**src/rtl/sparc_rf_pkg.sv**
```systemverilog
// Shared definitions for the SPARC V8 windowed register file: sizing
// constants, index typedefs and the architectural-to-physical mapping.
package sparc_rf_pkg;

    localparam int NWINDOWS    = 4;
    localparam int NGLOBALS    = 8;
    localparam int WINDOW_REGS = 16;
    localparam int NPHYS       = NGLOBALS + WINDOW_REGS * NWINDOWS;

    typedef logic [$clog2(NWINDOWS)-1:0] cwp_t;
    typedef logic [$clog2(NPHYS)-1:0]    phys_idx_t;

    // Maps an architectural register to its physical slot. The result is
    // wide enough for the largest legal file (32 windows, 520 registers).
    // Globals map straight through. Windowed registers sit 16 apart per
    // window, so the outs of window w land on the ins of window w-1, and
    // the ins of the top window wrap back onto physical 8-15. nwin is a
    // power of two, so the modulo is a mask.
    function automatic logic [9:0] arch_to_phys(
        input logic [4:0]  rd,
        input logic [4:0]  cwp,
        input int unsigned nwin = NWINDOWS
    );
        logic [9:0] sum;
        logic [9:0] mask;
        if (rd < 5'(NGLOBALS)) begin
            return {5'd0, rd};
        end
        mask = 10'(WINDOW_REGS * nwin - 1);
        sum  = {1'b0, cwp, 4'd0} + {5'd0, rd - 5'(NGLOBALS)};
        return 10'(NGLOBALS) + (sum & mask);
    endfunction

endpackage

```
**src/rtl/regfile_write_decoder_cwp_unit.sv**
```systemverilog
// Current Window Pointer register with SAVE/RESTORE stepping, PSR loads
// and WIM-based overflow/underflow trap generation.
module cwp_unit
    import sparc_rf_pkg::*;
#(
    parameter  int NWINDOWS = sparc_rf_pkg::NWINDOWS,
    localparam int CW       = $clog2(NWINDOWS)
) (
    input  logic                clk,
    input  logic                reset,
    input  logic                cwp_save,
    input  logic                cwp_restore,
    input  logic                cwp_load,
    input  logic [CW-1:0]       cwp_in,
    input  logic [NWINDOWS-1:0] wim,
    output logic [CW-1:0]       cwp,
    output logic                ovf_trap,
    output logic                unf_trap
);

    logic [CW-1:0] cwp_q, cwp_d;
    logic          ovf_q, ovf_d;
    logic          unf_q, unf_d;
    logic [CW-1:0] save_target;
    logic [CW-1:0] restore_target;

    // Next-state CWP and trap pulses in priority order: load, conflicting
    // SAVE+RESTORE, SAVE, RESTORE. Steps wrap naturally at CW bits.
    always_comb begin
        // NOTE: every output gets a default first so no path leaves it unassigned (no latch).
        cwp_d          = cwp_q;
        ovf_d          = 1'b0;
        unf_d          = 1'b0;
        save_target    = cwp_q - 1'b1;
        restore_target = cwp_q + 1'b1;
        if (cwp_load) begin
            cwp_d = cwp_in;
        end else if (cwp_save && cwp_restore) begin
            cwp_d = cwp_q;
        end else if (cwp_save) begin
            if (wim[save_target]) begin
                ovf_d = 1'b1;
            end else begin
                cwp_d = save_target;
            end
        end else if (cwp_restore) begin
            if (wim[restore_target]) begin
                unf_d = 1'b1;
            end else begin
                cwp_d = restore_target;
            end
        end
    end

    // CWP and trap registers with synchronous reset.
    always_ff @(posedge clk) begin
        // NOTE: state is updated with non-blocking assignments so every flop samples pre-edge values.
        if (reset) begin
            cwp_q <= '0;
            ovf_q <= 1'b0;
            unf_q <= 1'b0;
        end else begin
            cwp_q <= cwp_d;
            ovf_q <= ovf_d;
            unf_q <= unf_d;
        end
    end

    assign cwp      = cwp_q;
    assign ovf_trap = ovf_q;
    assign unf_trap = unf_q;

endmodule

```
**src/rtl/regfile_write_decoder.sv**
```systemverilog
// Write-side decoder for the SPARC V8 windowed register file: turns one
// architectural write per cycle into a registered one-hot physical write,
// mapping windowed registers through the CWP held at the start of the cycle.
module regfile_write_decoder
    import sparc_rf_pkg::*;
#(
    parameter  int NWINDOWS = sparc_rf_pkg::NWINDOWS,
    localparam int NPHYS    = NGLOBALS + WINDOW_REGS * NWINDOWS,
    localparam int CW       = $clog2(NWINDOWS),
    localparam int PW       = $clog2(NPHYS)
) (
    input  logic                clk,
    input  logic                reset,
    input  logic                wr_req,
    input  logic [4:0]          wr_rd,
    input  logic [31:0]         wr_data,
    input  logic                cwp_save,
    input  logic                cwp_restore,
    input  logic                cwp_load,
    input  logic [CW-1:0]       cwp_in,
    input  logic [NWINDOWS-1:0] wim,
    output logic [NPHYS-1:0]    pwr_en,
    output logic [PW-1:0]       pwr_idx,
    output logic [31:0]         pwr_data,
    output logic [CW-1:0]       cwp,
    output logic                ovf_trap,
    output logic                unf_trap
);

    logic [NPHYS-1:0] pwr_en_q, pwr_en_d;
    logic [PW-1:0]    pwr_idx_q, pwr_idx_d;
    logic [31:0]      pwr_data_q, pwr_data_d;
    logic [CW-1:0]    cwp_cur;
    logic [PW-1:0]    phys_idx;

    cwp_unit #(
        .NWINDOWS (NWINDOWS)
    ) u_cwp_unit (
        .clk         (clk),
        .reset       (reset),
        .cwp_save    (cwp_save),
        .cwp_restore (cwp_restore),
        .cwp_load    (cwp_load),
        .cwp_in      (cwp_in),
        .wim         (wim),
        .cwp         (cwp_cur),
        .ovf_trap    (ovf_trap),
        .unf_trap    (unf_trap)
    );

    // Map the request through the current (pre-update) CWP.
    assign phys_idx = PW'(arch_to_phys(wr_rd, 5'(cwp_cur), NWINDOWS));

    // Build the next physical write: %g0 gets no enable but still updates
    // index and data; idle cycles clear the enable and hold index/data.
    always_comb begin
        pwr_en_d   = '0;
        pwr_idx_d  = pwr_idx_q;
        pwr_data_d = pwr_data_q;
        if (wr_req) begin
            pwr_idx_d  = phys_idx;
            pwr_data_d = wr_data;
            if (wr_rd != 5'd0) begin
                pwr_en_d[phys_idx] = 1'b1;
            end
        end
    end

    // Physical write port registers; reset drops any write in flight.
    always_ff @(posedge clk) begin
        if (reset) begin
            pwr_en_q   <= '0;
            pwr_idx_q  <= '0;
            pwr_data_q <= '0;
        end else begin
            pwr_en_q   <= pwr_en_d;
            pwr_idx_q  <= pwr_idx_d;
            pwr_data_q <= pwr_data_d;
        end
    end

    assign pwr_en   = pwr_en_q;
    assign pwr_idx  = pwr_idx_q;
    assign pwr_data = pwr_data_q;
    assign cwp      = cwp_cur;

endmodule

```
**config.mk**
```make
export PLATFORM = sky130hd
export DESIGN_NAME = regfile_write_decoder
export DESIGN_NICKNAME = d
export VERILOG_FILES = /design/src/rtl/sparc_rf_pkg.sv /design/src/rtl/regfile_write_decoder_cwp_unit.sv /design/src/rtl/regfile_write_decoder.sv
export SDC_FILE = /design/constraint.sdc
export NUM_CORES = 1
export LEC_CHECK = 0
export CAP_MARGIN = 20
export CELL_PAD_IN_SITES_DETAIL_PLACEMENT = 1
export CELL_PAD_IN_SITES_GLOBAL_PLACEMENT = 2
export CORE_MARGIN = 3
export CORE_UTILIZATION = 22
export CTS_CLUSTER_SIZE = 30
export DETAILED_ROUTE_END_ITERATION = 8
export PLACE_DENSITY = 0.85
export SETUP_SLACK_MARGIN = 0.02
export SLEW_MARGIN = 20
export SYNTH_ARGS = -nofsm -noshare
export SYNTH_HDL_FRONTEND = slang
export SYNTH_SLANG_ARGS = --single-unit
```
**constraint.sdc**
```tcl
create_clock -name clk -period 2.26 [get_ports clk]
set_input_delay 0.226 -clock clk [delete_from_list [all_inputs] [get_ports clk]]
set_output_delay 0.226 -clock clk [all_outputs]
set_load 0.02 [all_outputs]
```
==> results.toml <==
[sta]
finalCritPeriodShare = 0.932
setup_violations = 0
min_period_ns = 2.11
grt_setup_unrepaired = "false"
fin_skew_ns = 0.00596
hold_viol_final = 0
relSlewSlack = 0.642
tightest_slew_ns = 0.535
max_freq_ghz = 0.475
finalMaxSlewViolations = 0

[floorplanning]
num_rows = 47
die_w_um = 136
dieArea_um2 = 18600
initial_core_util = 0.225
die_h_um = 136
core_um2 = 16600
io-pin-count = 164

[global_routing]
grt_pass1_wl_um = 18600
grt_max_degree = 30
grt.overflow.total = 0
grt_usage = 0.132
grt_pass1_vias = 3395
antenna_found_initial = 0

[setup_path]
path_class = "input pin to flop"
startpoint_type = "input pin"
crit_start = "wr_rd[3]"
cp.depth = 10
arrival_ns = 2.37
crit_fanout = 8
r2r_slack_ns = 0.35
slowest_delay_ns = 0.49
cp_slowest_cell = "clkdlybuf4s50_1"
reg2reg_from = "u_cwp_unit.cwp[0]$_SDFFE_PP0P_"
crit_chain = "clkdlybuf4s50_1 > inv_1 > ha_1 > inv_1 > ha_4 > ha_4 > xnor3_1 > or2_2 > nand2_2 > nor2_1"
cp-end-kind = "flop"
cp_top_family = "adder cells"
crit_end = "pwr_en[31]$_SDFF_PP0_"
path_buf_inv = 3
cp.required_ns = 2.53
reg2regPathDepth = 6
rr_endpoint = "pwr_en[49]$_SDFF_PP0_"

[finish]
drive_gt1_frac = 0.119
stdcell_count = 759
diodes = 0
final_util = 0.381
areaGrowthSynthToFinish_pct = 69.4
layout_common_cells = "clkdlybuf4s50_1, nor2_1, dfxtp_1, mux2i_1, clkbuf_16"
fin_nets = 579
final_common_cell = "clkdlybuf4s50_1"

[synthesis]
ys_seq_elements = 115
synth_top_flop_cell = "dfxtp_1"
synth_top_area_frac = 0.615
ys_seq_area_frac = 0.615
synth_edf_count = 0
synth_top_area_cell = "dfxtp_1"
synthTopCellsByArea = "dfxtp_1, nor2_1, mux2i_1"
syn_area_um2 = 3740
synth.net_count = 399
synth.distinct_cells = 43
async_flop_share = 0
yosysWarningCount = 0
avgSynthCellArea_um2 = 10.8
synthCells = 347

[place]
routabilityCongestion = 0.744
port_buffers = 163
dp_hpwl_um = 9040
dp.cells = 728

[status]
status = "finished clean"

[hold_path]
min_path_type = "input pin to flop"

[route]
drc = 0
wl_um = 11800
viasPerCell = 4.17
first_pass_iters = 4
drt_iter0_drc = 89
ant_nets = 0
vias = 3166
avgRoutedWirePerCell_um = 15.6

[clocking]
cts_root_buf = "clkbuf_16"
cts_tree = "done"
cts_resized = 0
htree_num_levels = 4
clockBufferDepth = 2
cts_hold_buf = 0
postCtsSetupRepairBufs = 0
cts_buffers = 17
path_clk_slew_ns = 0.05
worstSkewPairLatency_ns = 0.40
clock_sinks = 115

[power_and_ir_drop]
ir_drop_mv = 0.513
power_density_nw_per_um2 = 888
leakage_uw = 0.00242

[job]
cap_violations = 0
## per-stage QoR
step                      hold slack, ns  setup WS (ns)  area [um^2]  setup TNS (ns)  power (uW)
after floorplan                    0.365          0.103         3780               0        2490
after global placement             0.471         -0.171         5700           -7.79        2760
after detailed placement           0.489         -0.248         5700          -12.43        2780
after CTS                          0.238          0.160         6340               0        5720
after global routing               0.261         0.0348         6340               0        5880
final                              0.237          0.154         6340               0        5630
## synth_stat cells (2+ instances only)
| master | count |
|---|---|
| nor3_1 | 2 |
| nor2_1 | 116 |
| ha_1 | 3 |
| buf_2 | 5 |
| or2_2 | 2 |
| nand2b_1 | 3 |
| o21ai_0 | 2 |
| o211ai_2 | 2 |
| and2b_2 | 2 |
| dfxtp_1 | 115 |
| inv_1 | 5 |
| nand2_1 | 2 |
| mux2i_1 | 43 |
| clkbuf_1 | 9 |
| a2111oi_0 | 2 |
| nand3_1 | 4 |
| nand4_1 | 2 |
| o2111ai_4 | 2 |
| nand3b_1 | 2 |
## flip-flops by register name (all words and copies together) (netlist names)
signal	cells
pwr_en	72
pwr_data	32
pwr_idx	7
u_cwp_unit.cwp	2
u_cwp_unit.ovf_trap	1
u_cwp_unit.unf_trap	1
## kinds of logic after synthesis
group,count (synthesis),synth area share
compound gates,18,0.0532
simple gates,144,0.167
flops,115,0.615
xor+xnor,2,0.0104
mux,44,0.119
buf+inv,21,0.0257
fa+ha+maj,3,0.0100
## area by class of cell
class                   count  area (um^2)
clock buffers              19          433
clock inverters            12          206
fillers                  1838        10300
inverters                   5         18.8
multi-input cells         211         1380
flip-flops and latches    115         2300
well taps                 220          275
repair buffers            177         1730
## worst min-delay path by stage
| stage | cells past startpoint | from | slack, ns | endpoint |
|---|---|---|---|---|
| 2_1_floorplan | 2 | cwp_in[1] | 0.37 | u_cwp_unit.cwp[1]$_SDFFE_PP0P_ |
| 3_3_place_gp | 2 | pwr_data[11]$_SDFFE_PP0P_ | 0.47 | pwr_data[11]$_SDFFE_PP0P_ |
| 3_5_place_dp | 2 | pwr_data[3]$_SDFFE_PP0P_ | 0.49 | pwr_data[3]$_SDFFE_PP0P_ |
| 4_1_cts | 2 | reset | 0.24 | pwr_idx[6]$_SDFFE_PP0P_ |
| 5_1_grt | 2 | reset | 0.26 | pwr_data[20]$_SDFFE_PP0P_ |
| 6_report | 2 | reset | 0.24 | pwr_idx[6]$_SDFFE_PP0P_ |
## per-layer routing
metal | global-route usage | share of wire
met1 | 0.155 | 0.43
met2 | 0.217 | 0.49
met3 | 0.0614 | 0.080
met4 | 0.0370 | 0.0072
met5 | 0 | 0
## where the power goes
part           internal, uW  total (uW)  switching (uW)  leakage, uW
combinational           307         616             308      0.00117
sequential             2080        2120            35.2     0.000935
clock                  1960        2900             939     0.000308
Power figures use the tool's default switching activity.
